### config.mk
export PLATFORM = sky130hd
export DESIGN_NAME = bus_rr_arbiter4_flat
export DESIGN_NICKNAME = d
export VERILOG_FILES = /design/src/rtl/bus_rr_arbiter4_pkg.sv /design/src/rtl/bus_rr_arbiter4_if.sv /design/src/rtl/bus_rr_arbiter4_rr_pick4.sv /design/src/rtl/bus_rr_arbiter4.sv /design/src/flat_wrapper.sv
export SDC_FILE = /design/constraint.sdc
export NUM_CORES = 1
export LEC_CHECK = 0
export ABC_AREA = 1
export CORE_AREA = 4 4 48 50
export CTS_BUF_LIST = sky130_fd_sc_hd__clkbuf_8
export DETAILED_ROUTE_END_ITERATION = 10
export DIE_AREA = 0 0 52 54
export PLACE_DENSITY = 0.68
export SLEW_MARGIN = 40
export SYNTH_ARGS = -nofsm -noshare
export SYNTH_HDL_FRONTEND = slang
export SYNTH_SLANG_ARGS = --single-unit
### constraint.sdc
create_clock -name clk -period 1.8 [get_ports clk]
set_input_delay 0.36 -clock clk [delete_from_list [all_inputs] [get_ports clk]]
set_output_delay 0.36 -clock clk [all_outputs]
set_load 0.01 [all_outputs]
### src/rtl/bus_rr_arbiter4_pkg.sv
// Shared types and constants for the four-source round-robin bus arbiter.
package bus_arb_pkg;

  localparam int NREQ  = 4;
  localparam int IDX_W = 2;

  typedef enum logic [1:0] {
    ST_IDLE  = 2'd0,
    ST_GRANT = 2'd1,
    ST_TURN  = 2'd2
  } arb_state_e;

  function automatic logic [NREQ-1:0] idx_to_onehot(input logic [IDX_W-1:0] idx);
    logic [NREQ-1:0] oh;
    oh      = {NREQ{1'b0}};
    oh[idx] = 1'b1;
    return oh;
  endfunction

endpackage

### src/rtl/bus_rr_arbiter4_if.sv
// Request/grant bundle between the arbiter (master) and the bus sources (slave).
interface bus_rr_arbiter4_if;
  import bus_arb_pkg::*;

  logic [NREQ-1:0]  req;
  logic [NREQ-1:0]  gnt;
  logic [IDX_W-1:0] sel;
  logic             bus_en;
  logic             busy;

  modport master (input req, output gnt, output sel, output bus_en, output busy);
  modport slave  (output req, input gnt, input sel, input bus_en, input busy);

endinterface

### src/rtl/bus_rr_arbiter4_rr_pick4.sv
// Combinational rotating-priority picker: first set req bit at or after start, modulo 4.
module rr_pick4
  import bus_arb_pkg::*;
(
  input  logic [NREQ-1:0]  req,
  input  logic [IDX_W-1:0] start,
  output logic             valid,
  output logic [IDX_W-1:0] idx
);

  logic [IDX_W-1:0] cand_s;
  logic             valid_s;
  logic [IDX_W-1:0] idx_s;

  // Scan from the farthest offset back to start so the nearest requester wins last.
  always_comb begin
    valid_s = 1'b0;
    idx_s   = start;
    cand_s  = start;
    for (int i = NREQ - 1; i >= 0; i--) begin
      cand_s  = start + IDX_W'(i);
      valid_s = valid_s | req[cand_s];
      idx_s   = req[cand_s] ? cand_s : idx_s;
    end
  end

  assign valid = valid_s;
  assign idx   = idx_s;

endmodule

### src/rtl/bus_rr_arbiter4.sv
// Round-robin owner sequencer for a four-driver tristate bus, with one idle
// turnaround cycle between owners so no two drivers ever overlap.
module bus_rr_arbiter4
  import bus_arb_pkg::*;
#(
  parameter int MAX_HOLD = 4,
  parameter int CNT_W    = (MAX_HOLD > 1) ? $clog2(MAX_HOLD) : 1
)
(
  input  logic               clk,
  input  logic               rst_n,
  bus_rr_arbiter4_if.master  bus
);

  localparam logic [CNT_W-1:0] HOLD_LAST = CNT_W'(MAX_HOLD - 1);

  arb_state_e       state_r;
  arb_state_e       state_nxt_s;
  logic [IDX_W-1:0] ptr_r;
  logic [IDX_W-1:0] ptr_nxt_s;
  logic [IDX_W-1:0] sel_r;
  logic [IDX_W-1:0] sel_nxt_s;
  logic [CNT_W-1:0] cnt_r;
  logic [CNT_W-1:0] cnt_nxt_s;
  logic [NREQ-1:0]  gnt_r;
  logic             bus_en_r;
  logic             busy_r;

  logic [IDX_W-1:0] start_s;
  logic             pick_valid_s;
  logic [IDX_W-1:0] pick_idx_s;

  // TURN searches from just past the outgoing owner so it drops to last priority.
  assign start_s = (state_r == ST_TURN) ? (sel_r + 2'd1) : ptr_r;

  rr_pick4 u_pick (
    .req   (bus.req),
    .start (start_s),
    .valid (pick_valid_s),
    .idx   (pick_idx_s)
  );

  // Next-state, pointer, owner and hold-counter logic.
  always_comb begin
    state_nxt_s = state_r;
    ptr_nxt_s   = ptr_r;
    sel_nxt_s   = sel_r;
    cnt_nxt_s   = cnt_r;
    case (state_r)
      ST_IDLE: begin
        if (pick_valid_s) begin
          sel_nxt_s   = pick_idx_s;
          cnt_nxt_s   = {CNT_W{1'b0}};
          state_nxt_s = ST_GRANT;
        end else begin
          state_nxt_s = ST_IDLE;
        end
      end
      ST_GRANT: begin
        cnt_nxt_s = cnt_r + CNT_W'(1'b1);
        if (!bus.req[sel_r] || (cnt_r == HOLD_LAST)) begin
          state_nxt_s = ST_TURN;
        end else begin
          state_nxt_s = ST_GRANT;
        end
      end
      ST_TURN: begin
        ptr_nxt_s = sel_r + 2'd1;
        if (pick_valid_s) begin
          sel_nxt_s   = pick_idx_s;
          cnt_nxt_s   = {CNT_W{1'b0}};
          state_nxt_s = ST_GRANT;
        end else begin
          state_nxt_s = ST_IDLE;
        end
      end
      default: begin
        state_nxt_s = ST_IDLE;
      end
    endcase
  end

  // State registers; outputs are registered from the next state so reset floats the bus at once.
  always_ff @(posedge clk or negedge rst_n) begin
    if (!rst_n) begin
      state_r  <= ST_IDLE;
      ptr_r    <= {IDX_W{1'b0}};
      sel_r    <= {IDX_W{1'b0}};
      cnt_r    <= {CNT_W{1'b0}};
      gnt_r    <= {NREQ{1'b0}};
      bus_en_r <= 1'b0;
      busy_r   <= 1'b0;
    end else begin
      state_r  <= state_nxt_s;
      ptr_r    <= ptr_nxt_s;
      sel_r    <= sel_nxt_s;
      cnt_r    <= cnt_nxt_s;
      gnt_r    <= (state_nxt_s == ST_GRANT) ? idx_to_onehot(sel_nxt_s) : {NREQ{1'b0}};
      bus_en_r <= (state_nxt_s == ST_GRANT);
      busy_r   <= (state_nxt_s != ST_IDLE);
    end
  end

  assign bus.gnt    = gnt_r;
  assign bus.sel    = sel_r;
  assign bus.bus_en = bus_en_r;
  assign bus.busy   = busy_r;

endmodule

### src/flat_wrapper.sv
// flat-port wrapper written by rule: the top's interface ports become plain ports
module bus_rr_arbiter4_flat import bus_arb_pkg::*;
#(
  parameter int MAX_HOLD = 4,
  parameter int CNT_W    = (MAX_HOLD > 1) ? $clog2(MAX_HOLD) : 1
)
  (clk, rst_n, bus_req, bus_gnt, bus_sel, bus_bus_en, bus_busy);
  bus_rr_arbiter4_if bus_i ();
  input  logic clk;
  input  logic rst_n;
  input wire logic [$bits(bus_i.req)-1:0] bus_req;
  output wire logic [$bits(bus_i.gnt)-1:0] bus_gnt;
  output wire logic [$bits(bus_i.sel)-1:0] bus_sel;
  output wire logic [$bits(bus_i.bus_en)-1:0] bus_bus_en;
  output wire logic [$bits(bus_i.busy)-1:0] bus_busy;
  assign bus_i.req = bus_req;
  assign bus_gnt = bus_i.gnt;
  assign bus_sel = bus_i.sel;
  assign bus_bus_en = bus_i.bus_en;
  assign bus_busy = bus_i.busy;
  bus_rr_arbiter4 #(.MAX_HOLD(MAX_HOLD), .CNT_W(CNT_W)) u_core (.clk(clk), .rst_n(rst_n), .bus(bus_i));
endmodule
==> flow_summary_export.csv <==
group,metric,value,unit
place,portBuffers,13,
detailed_routing,drc,0,
cts,cts_buffers,3,
cts,path_clk_slew,0.06,ns
synthesis,synth.distinct_cells,17,
outcome,status,"complete, no violations",
layout,regArea,355,um^2
detailed_routing,drt_wl_total,2.02,mm
floorplan,dieArea,2810,um^2
cts,cts_tree,"built",
sta,max_freq,589,MHz
detailed_routing,dr_total_vias,854,
sta,finalMaxSlewViolations,0,
critical_path,worstSetupEndpointType,"flop",
layout,multiInputGateArea,490,um^2
synthesis,synth-compound-area-share,0.103,
synthesis,yosys.area_share.xor_xnor,0,
synthesis,synth_adder_area_share,0.0151,
critical_path,path_max_fanout,6,
synthesis,ys_warn_count,0,
synthesis,ys_ff_latch,14,
power,powerDensity,2110,nW/um^2
layout,final_nets,149,
layout,num_antenna_cells,0,
sta,max_slew_margin,0.856,
floorplan,coreArea,1900,um^2
critical_path,reg2reg_depth,10,
detailed_routing,avgViaCountPerCell,5.08,
place,dp.cells,161,
critical_path,worst_ep_arrival_time,1.83,ns
layout,finalNonFillerCells,168,
detailed_routing,wl_per_cell,12.0,um
sta,hold_viol_final,0,
global_routing,antenna_found_initial,0,
place,dpl.hpwl,1.55,mm
synthesis,syn_area,830,um^2
job,drv_cap,0,
power,p_leak,0.000581,uW
cts,cts_root_buffer,"clkbuf_8",
cts,cts_hold_buf,0,
layout,postLayoutCoreUtil,0.614,
layout,syn2layout_area_growth,40.9,%
floorplan,ios,14,
critical_path,cp.required,1.93,ns
power,ir_worst_vdd,1.30,mV
synthesis,syn-instance-count,117,
synthesis,synth_top_family_by_area,"simple AND/OR/NAND/NOR gates",
floorplan,die_height,54,um
sta,finalSetupViolCount,0,
synthesis,postSynthAreaPerCell,7.09,um^2
floorplan,dieWidth,52,um
critical_path,cp-start-kind,"flop",
critical_path,crit_type,"reg -> reg",
cts,clock_latency,0.25,ns
place,gp_congestion,0.816,
detailed_routing,drt-initial-drc-count,24,
synthesis,syn_nets,124,
global_routing,grt_pass1_vias,750,
global_routing,gr-usage-all-layers,0.161,
sta,tns,0,ns
detailed_routing,ant_nets,0,
floorplan,rows,16,
cts,clk_path_buf_depth,2,
critical_path,reg2reg_from,"u_core.state_r[0]",
global_routing,grt_pass1_wl,3.24,mm
min_path,hp-class,"in -> async",
layout,drive_gt1_frac,0.255,
synthesis,muxShareOfSynthArea,0,
critical_path,reg2reg_to,"u_core.bus.gnt[1]",
synthesis,yosys.area_share.simple,0.401,
cts,htreeDepth,1,
power,total_power,2460,uW
sta,period_share,0.943,
sta,skew,0.00187,ns
synthesis,yosysSeqAreaShare,0.422,
place,place_ws,-0.0560,ns
sta,timing.final.ws_setup,0.103,ns
layout,fill_cells,173,
global_routing,grt_remaining_overflow,0,
sta,worst_slew_pin_slew,0.216,ns
floorplan,start_util,0.436,
critical_path,reg2reg_slack,0.10,ns
sta,layout_min_cycle_time,1.70,ns
global_routing,grt_max_degree,15,
cts,cts_num_sinks,14,
detailed_routing,dr.pass1.iters,6,
==> area by class of cell <==
class                   count  share of cell area
clock buffers               4              0.0471
multi-input cells          90               0.420
well taps                  27              0.0289
repair buffers             20               0.156
flip-flops and latches     14               0.304
inverters                  13              0.0439
==> cells by family (layout without fill, tap and decap cells) <==
| kind of cell | count (synthesis) | after routing |
|---|---|---|
| compound gates | 15 | 15 |
| fa+ha+maj | 1 | 1 |
| buf+inv | 13 | 37 |
| flops | 14 | 14 |
| simple gates | 74 | 74 |
==> where the power goes <==
group | total, uW | internal, uW | switching, uW
logic | 1590 | 645 | 940
registers | 574 | 464 | 110
clock network | 301 | 194 | 107
==> Yosys cell counts <==
| master | number | share of area |
|---|---|---|
| a21oi_1 | 6 | 0.036 |
| a21oi_2 | 1 | 0.011 |
| dfrtp_1 | 14 | 0.42 |
| ha_1 | 1 | 0.015 |
| inv_1 | 10 | 0.045 |
| inv_2 | 3 | 0.014 |
| nand2_1 | 33 | 0.15 |
| nand2_2 | 4 | 0.030 |
| nand3_1 | 27 | 0.16 |
| nand3_2 | 1 | 0.012 |
| nand4_1 | 1 | 0.0075 |
| nor2_1 | 7 | 0.032 |
| nor2_2 | 1 | 0.0075 |
| o21a_1 | 2 | 0.018 |
| o21ai_0 | 4 | 0.024 |
| o21ai_1 | 1 | 0.0060 |
| o22ai_1 | 1 | 0.0075 |
==> worst max path at each step <==
stage | from | depth (start not counted) | end | slack, ns
CTS | u_core.state_r[0] | 10 | u_core.bus.gnt[1] | 0.05
detailed placement | bus_req[3] | 12 | u_core.bus.gnt[0] | -0.06
floorplan | u_core.bus.sel[0] | 12 | u_core.bus.gnt[0] | 0.27
finish | u_core.state_r[0] | 10 | u_core.bus.gnt[1] | 0.10
global placement | bus_req[3] | 12 | u_core.bus.gnt[2] | -0.04
global route | u_core.state_r[0] | 12 | u_core.bus.gnt[2] | -0.04
==> layer usage <==
metal / vias to the layer above / track usage / share of wire
li1: 436 / - / -
met1: 399 / 0.179 / 0.42
met2: 14 / 0.276 / 0.52
met3: 5 / 0.0388 / 0.033
met4: 0 / 0.105 / 0.024
met5: - / 0 / 0
==> timing repair <==
item	4_1_cts	5_1_grt
setup buffers	0	3
resized for setup	0	21
setup endpoints to repair	0	6
==> critical path, stage by stage (launching register included) <==
cell and delay, ns:
dfrtp_2 0.43, inv_4 0.09, nand3_2 0.15, nand2_4 0.14, nand3_1 0.10, nand2_1 0.11, a21oi_1 0.06, nor2_1 0.16
nor2_1 0.08, a21oi_2 0.18, nor2_1 0.08
==> state kept, by name (all words and copies together) (netlist names) <==
signal and cells:
u_core.state_r 2, u_core.bus.busy 1, u_core.bus.gnt 4, u_core.bus.sel 2
u_core.bus.bus_en 1, u_core.cnt_r 2, u_core.ptr_r 2
==> stage by stage <==
| step | area [um^2] | hold slack (ns) |
|---|---|---|
| 2_1_floorplan | 830 | 0.0644 |
| 5_1_grt | 1170 | 0.434 |
| 4_1_cts | 1080 | 0.421 |
| 3_3_place_gp | 1020 | 0.469 |
| 3_5_place_dp | 1020 | 0.497 |
| 6_report | 1170 | 0.418 |
==> cell usage in the layout (no fill, tap or decap) <==
| cell type | n |
|---|---|
| nand2_2 | 4 |
| a21oi_1 | 6 |
| a21oi_2 | 1 |
| dfrtp_2 | 4 |
| nand2_1 | 28 |
| inv_4 | 1 |
| dfrtp_1 | 10 |
| clkbuf_8 | 4 |
| nand3_2 | 5 |
| inv_1 | 9 |
| o21ai_0 | 4 |
| nand4_1 | 1 |
| o21ai_1 | 1 |
| o22ai_1 | 1 |
| nor2_1 | 6 |
| ha_1 | 1 |
| nand3_1 | 23 |
| nand2_4 | 5 |
| o21a_1 | 2 |
| inv_2 | 3 |
| clkdlybuf4s50_1 | 13 |
| nor2_2 | 2 |
| buf_4 | 7 |
(Power assumes the default switching activity.)
